==> config.mk <==
export PLATFORM = sky130hd
export DESIGN_NAME = user_interface_ctrl
export DESIGN_NICKNAME = d
export VERILOG_FILES = /design/src/rtl/user_interface_ctrl.sv
export SDC_FILE = /design/constraint.sdc
export NUM_CORES = 1
export LEC_CHECK = 0
export ABC_CLOCK_PERIOD_IN_PS = 7150
export CAP_MARGIN = 20
export CORE_AREA = 4 4 113 115
export CTS_BUF_LIST = sky130_fd_sc_hd__clkbuf_2
export DETAILED_ROUTE_END_ITERATION = 8
export DIE_AREA = 0 0 117 119
export PLACE_DENSITY = 0.92
export RECOVER_POWER = 25
export SKIP_LAST_GASP = 1
export SYNTH_ARGS = -nofsm -noshare
export SYNTH_HDL_FRONTEND = slang
export SYNTH_SLANG_ARGS = --single-unit
==> constraint.sdc <==
create_clock -name clk -period 7.15 [get_ports clk]
set_input_delay 0.715 -clock clk [delete_from_list [all_inputs] [get_ports clk]]
set_output_delay 0.715 -clock clk [all_outputs]
set_load 0.02 [all_outputs]
==> src/rtl/user_interface_ctrl.sv <==
// Phone front-panel controller: tracks call state and menu item, turns button edges and
// application-layer event codes into one-cycle commands, and describes the text to display.
module user_interface_ctrl #(
  parameter int unsigned VOL_INIT = 16
) (
  input  logic         clk,
  input  logic         reset,
  input  logic         s7,
  input  logic         s6,
  input  logic         s5,
  input  logic         s4,
  input  logic         s3,
  input  logic         s2,
  input  logic         s1,
  input  logic         s0,
  input  logic         b3,
  input  logic         b2,
  input  logic         b1,
  input  logic         b0,
  input  logic         enter,
  input  logic         up,
  input  logic         down,
  input  logic         left,
  input  logic         right,
  input  logic [2:0]   inc_command,
  input  logic         init,
  output logic         ready,
  output logic [2:0]   command,
  output logic [7:0]   phn_num,
  output logic [15:0]  dout,
  output logic [15:0]  din,
  output logic [2:0]   current_state,
  output logic [5:0]   current_menu_item,
  output logic [7:0]   address,
  output logic [7:0]   inc_address,
  output logic [4:0]   headphone_volume,
  output logic         voicemail_command,
  output logic         voicemail_status,
  output logic         disp_control,
  output logic [127:0] string_data,
  output logic [11:0]  txt_addr,
  output logic [11:0]  txt_length,
  output logic         txt_start,
  output logic [7:0]   ascii_out,
  output logic         ascii_out_ready,
  output logic [15:0]  audio_in_data,
  output logic [15:0]  audio_out_data,
  output logic         done
);

  typedef enum logic [2:0] {
    ST_INIT     = 3'd0,
    ST_IDLE     = 3'd1,
    ST_OUTGOING = 3'd2,
    ST_INCOMING = 3'd3,
    ST_BUSY     = 3'd4,
    ST_ENDING   = 3'd5
  } state_e;

  typedef enum logic [5:0] {
    IT_WELCOME        = 6'd0,
    IT_DATE_TIME      = 6'd1,
    IT_CALL_NUMBER    = 6'd2,
    IT_VOLUME         = 6'd3,
    IT_DIALING        = 6'd4,
    IT_OUT_WAIT       = 6'd5,
    IT_INC_CALLER_ID  = 6'd6,
    IT_INC_ACCEPT     = 6'd7,
    IT_INC_REJECT     = 6'd8,
    IT_BUSY_CALLER_ID = 6'd9,
    IT_BUSY_END       = 6'd10,
    IT_END_WAIT       = 6'd11
  } item_e;

  localparam logic [2:0] CMD_DIAL   = 3'd1;
  localparam logic [2:0] CMD_ACCEPT = 3'd2;
  localparam logic [2:0] CMD_REJECT = 3'd3;
  localparam logic [2:0] CMD_END    = 3'd4;

  localparam logic [2:0] EVT_CONNECTED = 3'd1;
  localparam logic [2:0] EVT_INCOMING  = 3'd5;
  localparam logic [2:0] EVT_ENDED     = 3'd6;

  state_e     state_q;
  item_e      item_q;
  item_e      item_prev_q;
  logic [2:0] cmd_q;
  logic [7:0] phn_q;
  logic       ardy_q;
  logic [4:0] vol_q;
  logic       vm_q;
  logic [7:0] btn_q;
  logic [2:0] inc_q;

  logic [7:0] sw;
  logic [7:0] btn_now;
  logic [7:0] btn_rise;
  logic       enter_re, up_re, down_re, left_re, right_re, b3_re, b1_re, b0_re;
  logic       evt_new;
  logic       unused_b2;

  assign unused_b2 = b2;
  assign sw        = {s7, s6, s5, s4, s3, s2, s1, s0};
  assign btn_now   = {enter, up, down, left, right, b3, b1, b0};
  assign btn_rise  = btn_now & ~btn_q;
  assign {enter_re, up_re, down_re, left_re, right_re, b3_re, b1_re, b0_re} = btn_rise;
  assign evt_new   = (inc_command != inc_q);

  always_ff @(posedge clk or negedge reset) begin
    if (!reset) begin
      btn_q       <= '0;
      inc_q       <= '0;
      item_prev_q <= IT_WELCOME;
    end else begin
      // NOTE: non-blocking so every edge detector compares against last cycle's value.
      btn_q       <= btn_now;
      inc_q       <= inc_command;
      item_prev_q <= item_q;
    end
  end

  always_ff @(posedge clk or negedge reset) begin
    if (!reset) begin
      vol_q <= 5'(VOL_INIT);
      vm_q  <= 1'b0;
    end else begin
      vm_q <= b3_re && (state_q == ST_IDLE);
      if (b1_re && vol_q != 5'd31)
        vol_q <= vol_q + 5'd1;
      else if (b0_re && vol_q != 5'd0)
        vol_q <= vol_q - 5'd1;
    end
  end

  always_ff @(posedge clk or negedge reset) begin
    if (!reset) begin
      state_q <= ST_INIT;
      item_q  <= IT_WELCOME;
      cmd_q   <= '0;
      phn_q   <= '0;
      ardy_q  <= 1'b0;
    end else begin
      // NOTE: pulse outputs default to 0 each cycle so any set below lasts exactly one clock.
      cmd_q  <= '0;
      ardy_q <= 1'b0;
      if (init) begin
        state_q <= ST_INIT;
        item_q  <= IT_WELCOME;
      end else if (state_q > ST_ENDING || item_q > IT_END_WAIT) begin
        state_q <= ST_IDLE;
        item_q  <= IT_DATE_TIME;
      end else if (evt_new && inc_command == EVT_ENDED &&
                   state_q inside {ST_OUTGOING, ST_INCOMING, ST_BUSY, ST_ENDING}) begin
        state_q <= ST_IDLE;
        item_q  <= IT_DATE_TIME;
      end else if (evt_new && inc_command == EVT_INCOMING && state_q == ST_IDLE) begin
        state_q <= ST_INCOMING;
        item_q  <= IT_INC_CALLER_ID;
      end else if (evt_new && inc_command == EVT_CONNECTED && state_q == ST_OUTGOING) begin
        state_q <= ST_BUSY;
        item_q  <= IT_BUSY_CALLER_ID;
      end else begin
        case (state_q)
          ST_INIT: begin
            if (enter_re) begin
              state_q <= ST_IDLE;
              item_q  <= IT_WELCOME;
            end
          end
          ST_IDLE: begin
            case (item_q)
              IT_WELCOME, IT_DATE_TIME: if (right_re) item_q <= IT_CALL_NUMBER;
              IT_CALL_NUMBER: begin
                if (enter_re)            item_q <= IT_DIALING;
                else if (left_re)        item_q <= IT_DATE_TIME;
                else if (up_re || down_re) item_q <= IT_VOLUME;
              end
              IT_VOLUME: begin
                if (left_re)             item_q <= IT_DATE_TIME;
                else if (up_re || down_re) item_q <= IT_CALL_NUMBER;
              end
              IT_DIALING: begin
                if (enter_re) begin
                  phn_q   <= sw;
                  ardy_q  <= (sw != phn_q);
                  cmd_q   <= CMD_DIAL;
                  state_q <= ST_OUTGOING;
                  item_q  <= IT_OUT_WAIT;
                end else if (left_re) begin
                  item_q <= IT_CALL_NUMBER;
                end
              end
              default: ;
            endcase
          end
          ST_OUTGOING: begin
            if (left_re) begin
              cmd_q   <= CMD_END;
              state_q <= ST_IDLE;
              item_q  <= IT_DATE_TIME;
            end
          end
          ST_INCOMING: begin
            if (enter_re && item_q == IT_INC_ACCEPT) begin
              cmd_q   <= CMD_ACCEPT;
              state_q <= ST_BUSY;
              item_q  <= IT_BUSY_CALLER_ID;
            end else if (enter_re && item_q == IT_INC_REJECT) begin
              cmd_q   <= CMD_REJECT;
              state_q <= ST_IDLE;
              item_q  <= IT_DATE_TIME;
            end else if (down_re) begin
              case (item_q)
                IT_INC_CALLER_ID: item_q <= IT_INC_ACCEPT;
                IT_INC_ACCEPT:    item_q <= IT_INC_REJECT;
                default:          item_q <= IT_INC_CALLER_ID;
              endcase
            end else if (up_re) begin
              case (item_q)
                IT_INC_CALLER_ID: item_q <= IT_INC_REJECT;
                IT_INC_REJECT:    item_q <= IT_INC_ACCEPT;
                default:          item_q <= IT_INC_CALLER_ID;
              endcase
            end
          end
          ST_BUSY: begin
            if (enter_re && item_q == IT_BUSY_END) begin
              cmd_q   <= CMD_END;
              state_q <= ST_ENDING;
              item_q  <= IT_END_WAIT;
            end else if (up_re || down_re) begin
              item_q <= (item_q == IT_BUSY_END) ? IT_BUSY_CALLER_ID : IT_BUSY_END;
            end
          end
          default: ;
        endcase
      end
    end
  end

  // Labels are left-justified and space padded to a fixed 16-character field.
  always_comb begin
    // NOTE: default first so every path assigns string_data and no latch is inferred.
    string_data = {16{8'h2d}};
    case (item_q)
      IT_WELCOME:        string_data = {"WELCOME",        {9{8'h20}}};
      IT_DATE_TIME:      string_data = {"DATE_TIME",      {7{8'h20}}};
      IT_CALL_NUMBER:    string_data = {"CALL_NUMBER",    {5{8'h20}}};
      IT_VOLUME:         string_data = {"VOLUME",         {10{8'h20}}};
      IT_DIALING:        string_data = {"DIALING",        {9{8'h20}}};
      IT_OUT_WAIT:       string_data = {"OUT_WAIT",       {8{8'h20}}};
      IT_INC_CALLER_ID:  string_data = {"INC_CALLER_ID",  {3{8'h20}}};
      IT_INC_ACCEPT:     string_data = {"INC_ACCEPT",     {6{8'h20}}};
      IT_INC_REJECT:     string_data = {"INC_REJECT",     {6{8'h20}}};
      IT_BUSY_CALLER_ID: string_data = {"BUSY_CALLER_ID", {2{8'h20}}};
      IT_BUSY_END:       string_data = {"BUSY_END",       {8{8'h20}}};
      IT_END_WAIT:       string_data = {"END_WAIT",       {8{8'h20}}};
      default: ;
    endcase
  end

  assign ready             = (state_q != ST_INIT);
  assign disp_control      = ready;
  assign voicemail_status  = (state_q == ST_IDLE);
  assign voicemail_command = vm_q;
  assign command           = cmd_q;
  assign done              = (cmd_q != 3'd0);
  assign phn_num           = phn_q;
  assign dout              = {8'h00, phn_q};
  assign din               = '0;
  assign current_state     = state_q;
  assign current_menu_item = item_q;
  assign address           = {2'b00, item_q};
  assign inc_address       = {5'b00000, inc_command};
  assign headphone_volume  = vol_q;
  assign txt_addr          = {2'b00, item_q, 4'b0000};
  assign txt_length        = 12'd16;
  assign txt_start         = (item_q != item_prev_q);
  assign ascii_out         = (phn_q[3:0] < 4'd10) ? (8'h30 + {4'h0, phn_q[3:0]})
                                                  : (8'h37 + {4'h0, phn_q[3:0]});
  assign ascii_out_ready   = ardy_q;
  assign audio_in_data     = '0;
  assign audio_out_data    = '0;

endmodule

==> results_dict.tcl, run 1 <==
set metrics [dict create \
    fmax_mhz 198.8 \
    worstSetupStartpoint "current_menu_item[3]$_DFFE_PN0P_" \
    startpoint_type "register" \
    crit_path_frequent_cell "nand2_1" \
    synthFlopType "dfrtp_1" \
    hold_viol 0 \
    cts_sinks 40 \
    end_kind "output pin" \
    p_per_area_nw_per_um2 349.0 \
    critPathMaxFanout 28 \
    synth-edff-count 0 \
    core-area_um2 11810 \
    synth_top_area_share_pct 29.69 \
    fillers 1181 \
    drtIter0Drc 261 \
    grt_pass1_wl_um 18730 \
    die_y_um 119 \
    cts_max_level 2 \
    ff2ff_setup_slack_ns 3.20 \
    ant_nets 0 \
    antenna_found_initial 0 \
    chipWidth_um 117 \
    crit_type "reg2out" \
    overflow 0 \
    ir_drop_v 0.0001813 \
    hold_class "reg2reg" \
    ys_ff_latch 40 \
    layout_setup_ws_ns 2.120 \
    endpoint "string_data[58]" \
    synth.area.top_cells "buf_4 (30%), dfrtp_1 (23%), nand2_1 (3.6%)" \
    drt_pass1_iterations 6 \
    fin_nets 687 \
    clk_latency_ns 0.39 \
    wl_per_cell_um 15.60 \
    die_area_um2 13920 \
    yosys_warnings 0 \
    grt_max_degree 42 \
    row_count 40 \
    ys_types 63 \
    r2r_cells 8 \
    syn_inst 552 \
    slowest_stage "clkbuf_1" \
    cp.required_ns 6.43 \
    worst_pin_slew_ns 2.146 \
    setup_viol 0 \
    status "finished with violations" \
    avgSynthCellArea_um2 7.834 \
    post-dp-hpwl_um 10020 \
    start_util_pct 36.61 \
    clock_path_buffers 2 \
    ys_seq_area_share_pct 23.18 \
    worstHoldStart "btn_q[2]$_DFF_PN0_" \
    cts_tree "done" \
    cts-resized-gates 0 \
    worst_r2r_endpoint "phn_num[3]$_DFFE_PN0P_" \
    vias 3763 \
    path_cells "clkbuf_1, nand2_1, inv_1, nor2_1, nand2_1, or2_2, clkdlybuf4s50_1" \
    skew_ns 0.02658 \
    postCtsSetupBuffers 0 \
    cts-root-buf "clkbuf_2" \
    antenna_cells 0 \
    place.gp.congestion 0.8853 \
    min_period_ns 5.030 \
    drive_gt1_share_pct 5.152 \
    timing.final.crit_share_pct 70.35 \
    crit_arrival_ns 4.32 \
    slew_headroom_pct -43.06 \
    hold_buffers 0 \
    max_stage_delay_ns 0.94 \
    drt-total-wl_um 12590 \
    remaining_drc_errors 0 \
    num_io_pins 295 \
    reg2reg_from "current_menu_item[3]$_DFFE_PN0P_" \
    finalSetupTns_ns 0 \
    violations "max-capacitance violations, max-slew violations" \
    cts_buffers 5 \
    rsz0062_at_grt "false" \
    async_flop_share_pct 100.0 \
    yosys.area.top_type "buf_4" \
    grt_util_all_layers_pct 16.84 \
    first_global_vias 3370 \
    dpl_worst_slack_ns 3.408 \
    maxCapViolCount 3 \
    port_buffers 176 \
    via_per_inst 4.663 \
    syn2layout_area_growth_pct 24.33 \
    netlist_area_um2 4324 \
    clk_pin_slew_worst_paths_ns 0.23 \
    drv_slew 124 \
    total_power_uw 1876 \
    p_leak_uw 0.002438 \
]
[layout by cell type, fill, tap and decap left out, types with 6 or more instances in the layout]
master / synthesis / routed
nor2b_1: 11 / 11
dfrtp_1: 39 / 39
dlygate4sd3_1: 0 / 11
inv_1: 21 / 21
xor2_1: 10 / 10
clkbuf_2: 0 / 6
mux2_2: 13 / 13
conb_1: 2 / 117
nand2b_1: 9 / 9
clkdlybuf4s50_1: 0 / 164
nand2_1: 42 / 42
xnor2_1: 13 / 13
nor2_1: 42 / 42
a21oi_1: 25 / 25
o21ai_0: 29 / 29
[worst max-delay path, delay by kind of cell (launching register included)]
family	cells	cell delay, ns
flops	1	0.36
simple gates	4	1.26
buf+inv	3	2.32
[state kept, by name, indices dropped and copies added, names as in the netlist]
name and cells:
ascii_out_ready 1, btn_q 8, command 3, current_menu_item 4
current_state 3, headphone_volume 5, inc_q 3, item_prev_q 4
phn_num 8, voicemail_command 1
[synth_stat cells (9+ instances only)]
| master | count |
|---|---|
| buf_4 | 171 |
| nand2_1 | 42 |
| nor2_1 | 42 |
| dfrtp_1 | 39 |
| o21ai_0 | 29 |
| a21oi_1 | 25 |
| inv_1 | 21 |
| clkbuf_1 | 17 |
| mux2_2 | 13 |
| xnor2_1 | 13 |
| nor2b_1 | 11 |
| xor2_1 | 10 |
| nand2b_1 | 9 |
[layout make-up]
cell class / instances / area [um^2] / area share [%]
Multi-Input combinational cell: 409 / 2287 / 42.54
Timing Repair Buffer: 180 / 1770 / 32.93
Sequential cell: 40 / 1002 / 18.64
Tap cell: 147 / 183.9 / 3.421
Inverter: 23 / 86.33 / 1.606
Clock buffer: 6 / 30.03 / 0.5585
Clock inverter: 2 / 16.27 / 0.3025
[per-stage QoR]
step / instances / util [%] / instance area (um^2) / hold WS [ns]
floorplan: 667 / - / 4756 / 0.3824
global placement: 799 / 45.26 / 5346 / 0.3860
detailed placement: 799 / 45.26 / 5346 / 0.3987
CTS: 807 / 45.66 / 5393 / 0.3998
global route: 807 / 45.52 / 5376 / 0.4472
finish: 807 / 45.52 / 5376 / 0.4202
[report_power, final]
| part | internal [uW] | switching [uW] |
|---|---|---|
| logic | 613 | 799 |
| registers | 278 | 83.7 |
| clock network | 26.2 | 76.5 |
| total | 917 | 959 |
[cell families (layout without fill, tap and decap cells)]
family,Yosys count,after routing,synth area share (%)
compound gates,94,94,13.48
xor+xnor,23,23,4.658
fa+ha+maj,6,6,1.852
buf+inv,218,211,33.91
flops,40,40,23.18
mux,19,19,4.861
other cells,2,117,0.1737
simple gates,150,150,17.88
[worst min path at each step]
stage	end	cells after the start
after floorplan	voicemail_command$_DFF_PN0_	1
after global placement	voicemail_command$_DFF_PN0_	1
after detailed placement	voicemail_command$_DFF_PN0_	1
after CTS	headphone_volume[2]$_DFFE_PN0P_	1
after global routing	voicemail_command$_DFF_PN0_	1
final	voicemail_command$_DFF_PN0_	1
[per-layer routing]
metal | vias to the layer above | global-route usage, % | share of wire (%)
li1 | 1757 | - | -
met1 | 1763 | 21.97 | 39
met2 | 230 | 29.41 | 51
met3 | 13 | 2.795 | 9.1
met4 | 0 | 2.724 | 1.1
met5 | - | 0 | 0
Note: power is estimated with default switching activity, not from simulation.
==> run 2: changes to the inputs <==
--- a/config.mk
+++ b/config.mk
@@ -5,13 +5,14 @@
 export SDC_FILE = /design/constraint.sdc
 export NUM_CORES = 1
 export LEC_CHECK = 0
-export ABC_CLOCK_PERIOD_IN_PS = 7150
+export ABC_CLOCK_PERIOD_IN_PS = 4200
 export CAP_MARGIN = 20
-export CORE_AREA = 4 4 113 115
+export CORE_ASPECT_RATIO = 1.25
+export CORE_MARGIN = 4
+export CORE_UTILIZATION = 34
 export CTS_BUF_LIST = sky130_fd_sc_hd__clkbuf_2
 export DETAILED_ROUTE_END_ITERATION = 8
-export DIE_AREA = 0 0 117 119
-export PLACE_DENSITY = 0.92
+export PLACE_DENSITY = 0.9
 export RECOVER_POWER = 25
 export SKIP_LAST_GASP = 1
 export SYNTH_ARGS = -nofsm -noshare
==> constraint.sdc (replaced) <==
create_clock -name clk -period 4.2 [get_ports clk]
set_input_delay 0.42 -clock clk [delete_from_list [all_inputs] [get_ports clk]]
set_output_delay 0.42 -clock clk [all_outputs]
set_load 0.02 [all_outputs]
==> results_dict.tcl, run 2 (same netlist as run 1, synthesis figures left out) <==
set metrics [dict create \
    start_util_pct 35.23 \
    finalSetupTns_ns 0 \
    hold_viol 0 \
    antenna_found_initial 0 \
    fmax_mhz 294.7 \
    grt_util_all_layers_pct 16.85 \
    netSwitchingPower_uw 1657 \
    overflow 0 \
    p_int_uw 1567 \
    cts_max_level 2 \
    combPwrFrac_pct 74.8 \
    path_cells "nand2b_1, nor2_1, nor2_1, nand2_1, or2_2, clkdlybuf4s50_1" \
    pwr-share-clk_pct 5.6 \
    cts_sinks 40 \
    clk_pin_slew_worst_paths_ns 0.24 \
    drt-total-wl_um 13310 \
    cts-root-buf "clkbuf_2" \
    violations "max-capacitance violations, max-slew violations" \
    chipWidth_um 108.9 \
    r2r_cells 7 \
    worst_pin_slew_ns 2.246 \
    layout_setup_ws_ns 0.8072 \
    skew_ns 0.01975 \
    syn2layout_area_growth_pct 25.81 \
    place.gp.congestion 0.9424 \
    ff2ff_setup_slack_ns 1.20 \
    fin_nets 691 \
    hold_buffers 0 \
    post-dp-hpwl_um 10760 \
    cts_buffers 5 \
    first_global_vias 3545 \
    layout_commonest_cell "clkdlybuf4s50_1" \
    maxCapViolCount 1 \
    num_io_pins 295 \
    p_per_area_nw_per_um2 592.5 \
    die_y_um 134.1 \
    die_area_um2 14600 \
    worstSetupStartpoint "current_menu_item[2]$_DFFE_PN0P_" \
    timing.final.crit_share_pct 80.78 \
    via_per_inst 4.597 \
    fin_util_pct 44.32 \
    final_cell_mix "clkdlybuf4s50_1 (162), conb_1 (117), nand2_1 (42), nor2_1 (42), dfrtp_1 (39)" \
    cts_tree "done" \
    drt_pass1_iterations 5 \
    wl_per_cell_um 16.07 \
    vias 3806 \
    status "finished with violations" \
    drtIter0Drc 247 \
    grt_pass1_wl_um 19420 \
    core-area_um2 12270 \
    end_kind "output pin" \
    drv_slew 41 \
    cp.required_ns 3.78 \
    crit_path_frequent_cell "nor2_1" \
    postCtsSetupBuffers 0 \
    min_period_ns 3.393 \
    dpl_worst_slack_ns 1.098 \
    clock_path_buffers 2 \
    cp.depth 6 \
    slew_headroom_pct -49.74 \
    hold_class "reg2reg" \
    endpoint "string_data[58]" \
    ant_nets 0 \
    grt_max_degree 41 \
    p_seq_share_pct 19.6 \
    remaining_drc_errors 0 \
    cts-resized-gates 0 \
    reg2reg_from "current_menu_item[2]$_DFFE_PN0P_" \
    fillers 1216 \
    critPathMaxFanout 20 \
    crit_buf_inv 1 \
    row_count 45 \
    rsz0062_at_grt "false" \
    crit_type "reg2out" \
    p_leak_uw 0.002485 \
    ir_drop_v 0.0003709 \
    port_buffers 176 \
    max_stage_delay_ns 0.75 \
    cp_top_family "simple AND/OR/NAND/NOR gates" \
    antenna_cells 0 \
    worst_r2r_endpoint "current_menu_item[1]$_DFFE_PN0P_" \
    drive_gt1_share_pct 6.325 \
    startpoint_type "register" \
    clk_latency_ns 0.41 \
    crit_arrival_ns 2.97 \
    setup_viol 0 \
    slowest_stage "dfrtp_1" \
    switching_share_pct 51.39 \
]
-- run 2: cell types whose count changed in the layout (fill, tap and decap cells not counted) --
cell	previous run	this run
buf_4	0	8
clkinv_2	0	2
dlygate4sd3_1	11	13
clkbuf_2	6	5
clkdlybuf4s50_1	164	162
clkbuf_1	5	1
clkinvlp_4	1	0
-- run 2: power by group through the flow --
stage	combinational (uW)	sequential [uW]	clock [uW]
detailed placement	2430	642	0
global placement	2410	638	0
global route	2590	660	199
CTS	2440	635	186
finish	2410	633	180
floorplan	1500	657	0
-- run 2: worst min-delay path by stage --
stage | cells past startpoint | slack, ns | endpoint | startpoint
after CTS | 1 | 0.12 | btn_q[1]$_DFF_PN0_ | reset
after global placement | 1 | 0.38 | voicemail_command$_DFF_PN0_ | btn_q[2]$_DFF_PN0_
after global routing | 1 | 0.46 | voicemail_command$_DFF_PN0_ | btn_q[2]$_DFF_PN0_
final | 1 | 0.43 | voicemail_command$_DFF_PN0_ | btn_q[2]$_DFF_PN0_
after floorplan | 0 | 0.12 | ascii_out_ready$_DFF_PN0_ | reset
after detailed placement | 1 | 0.39 | voicemail_command$_DFF_PN0_ | btn_q[2]$_DFF_PN0_
-- run 2: layout make-up --
class | count | area [um^2] | area share, %
clock buffer | 5 | 25.02 | 0.4600
clock inverter | 3 | 18.77 | 0.3450
inverter | 23 | 86.33 | 1.587
multi-input combinational | 409 | 2287 | 42.04
sequential | 40 | 1002 | 18.42
tap | 164 | 205.2 | 3.772
timing repair buffer | 184 | 1815 | 33.37
-- run 2: routing by layer --
| layer | part of all wire, % | track usage, % | routed length [um] |
|---|---|---|---|
| met3 | 10 | 4.478 | 1377 |
| met5 | 0 | 0 | 0 |
| met2 | 52 | 30.84 | 6969 |
| met1 | 36 | 19.52 | 4846 |
| met4 | 0.87 | 3.158 | 116 |
-- run 2: metrics by stage --
| step | area (um^2) | std cells | total power, uW | hold WS, ns |
|---|---|---|---|---|
| 6_report | 5440 | 828 | 3224 | 0.4282 |
| 5_1_grt | 5440 | 828 | 3450 | 0.4572 |
| 4_1_cts | 5441 | 828 | 3261 | 0.1222 |
| 3_5_place_dp | 5398 | 820 | 3071 | 0.3889 |
| 3_3_place_gp | 5398 | 820 | 3051 | 0.3837 |
| 2_1_floorplan | 4756 | 667 | 2161 | 0.1244 |
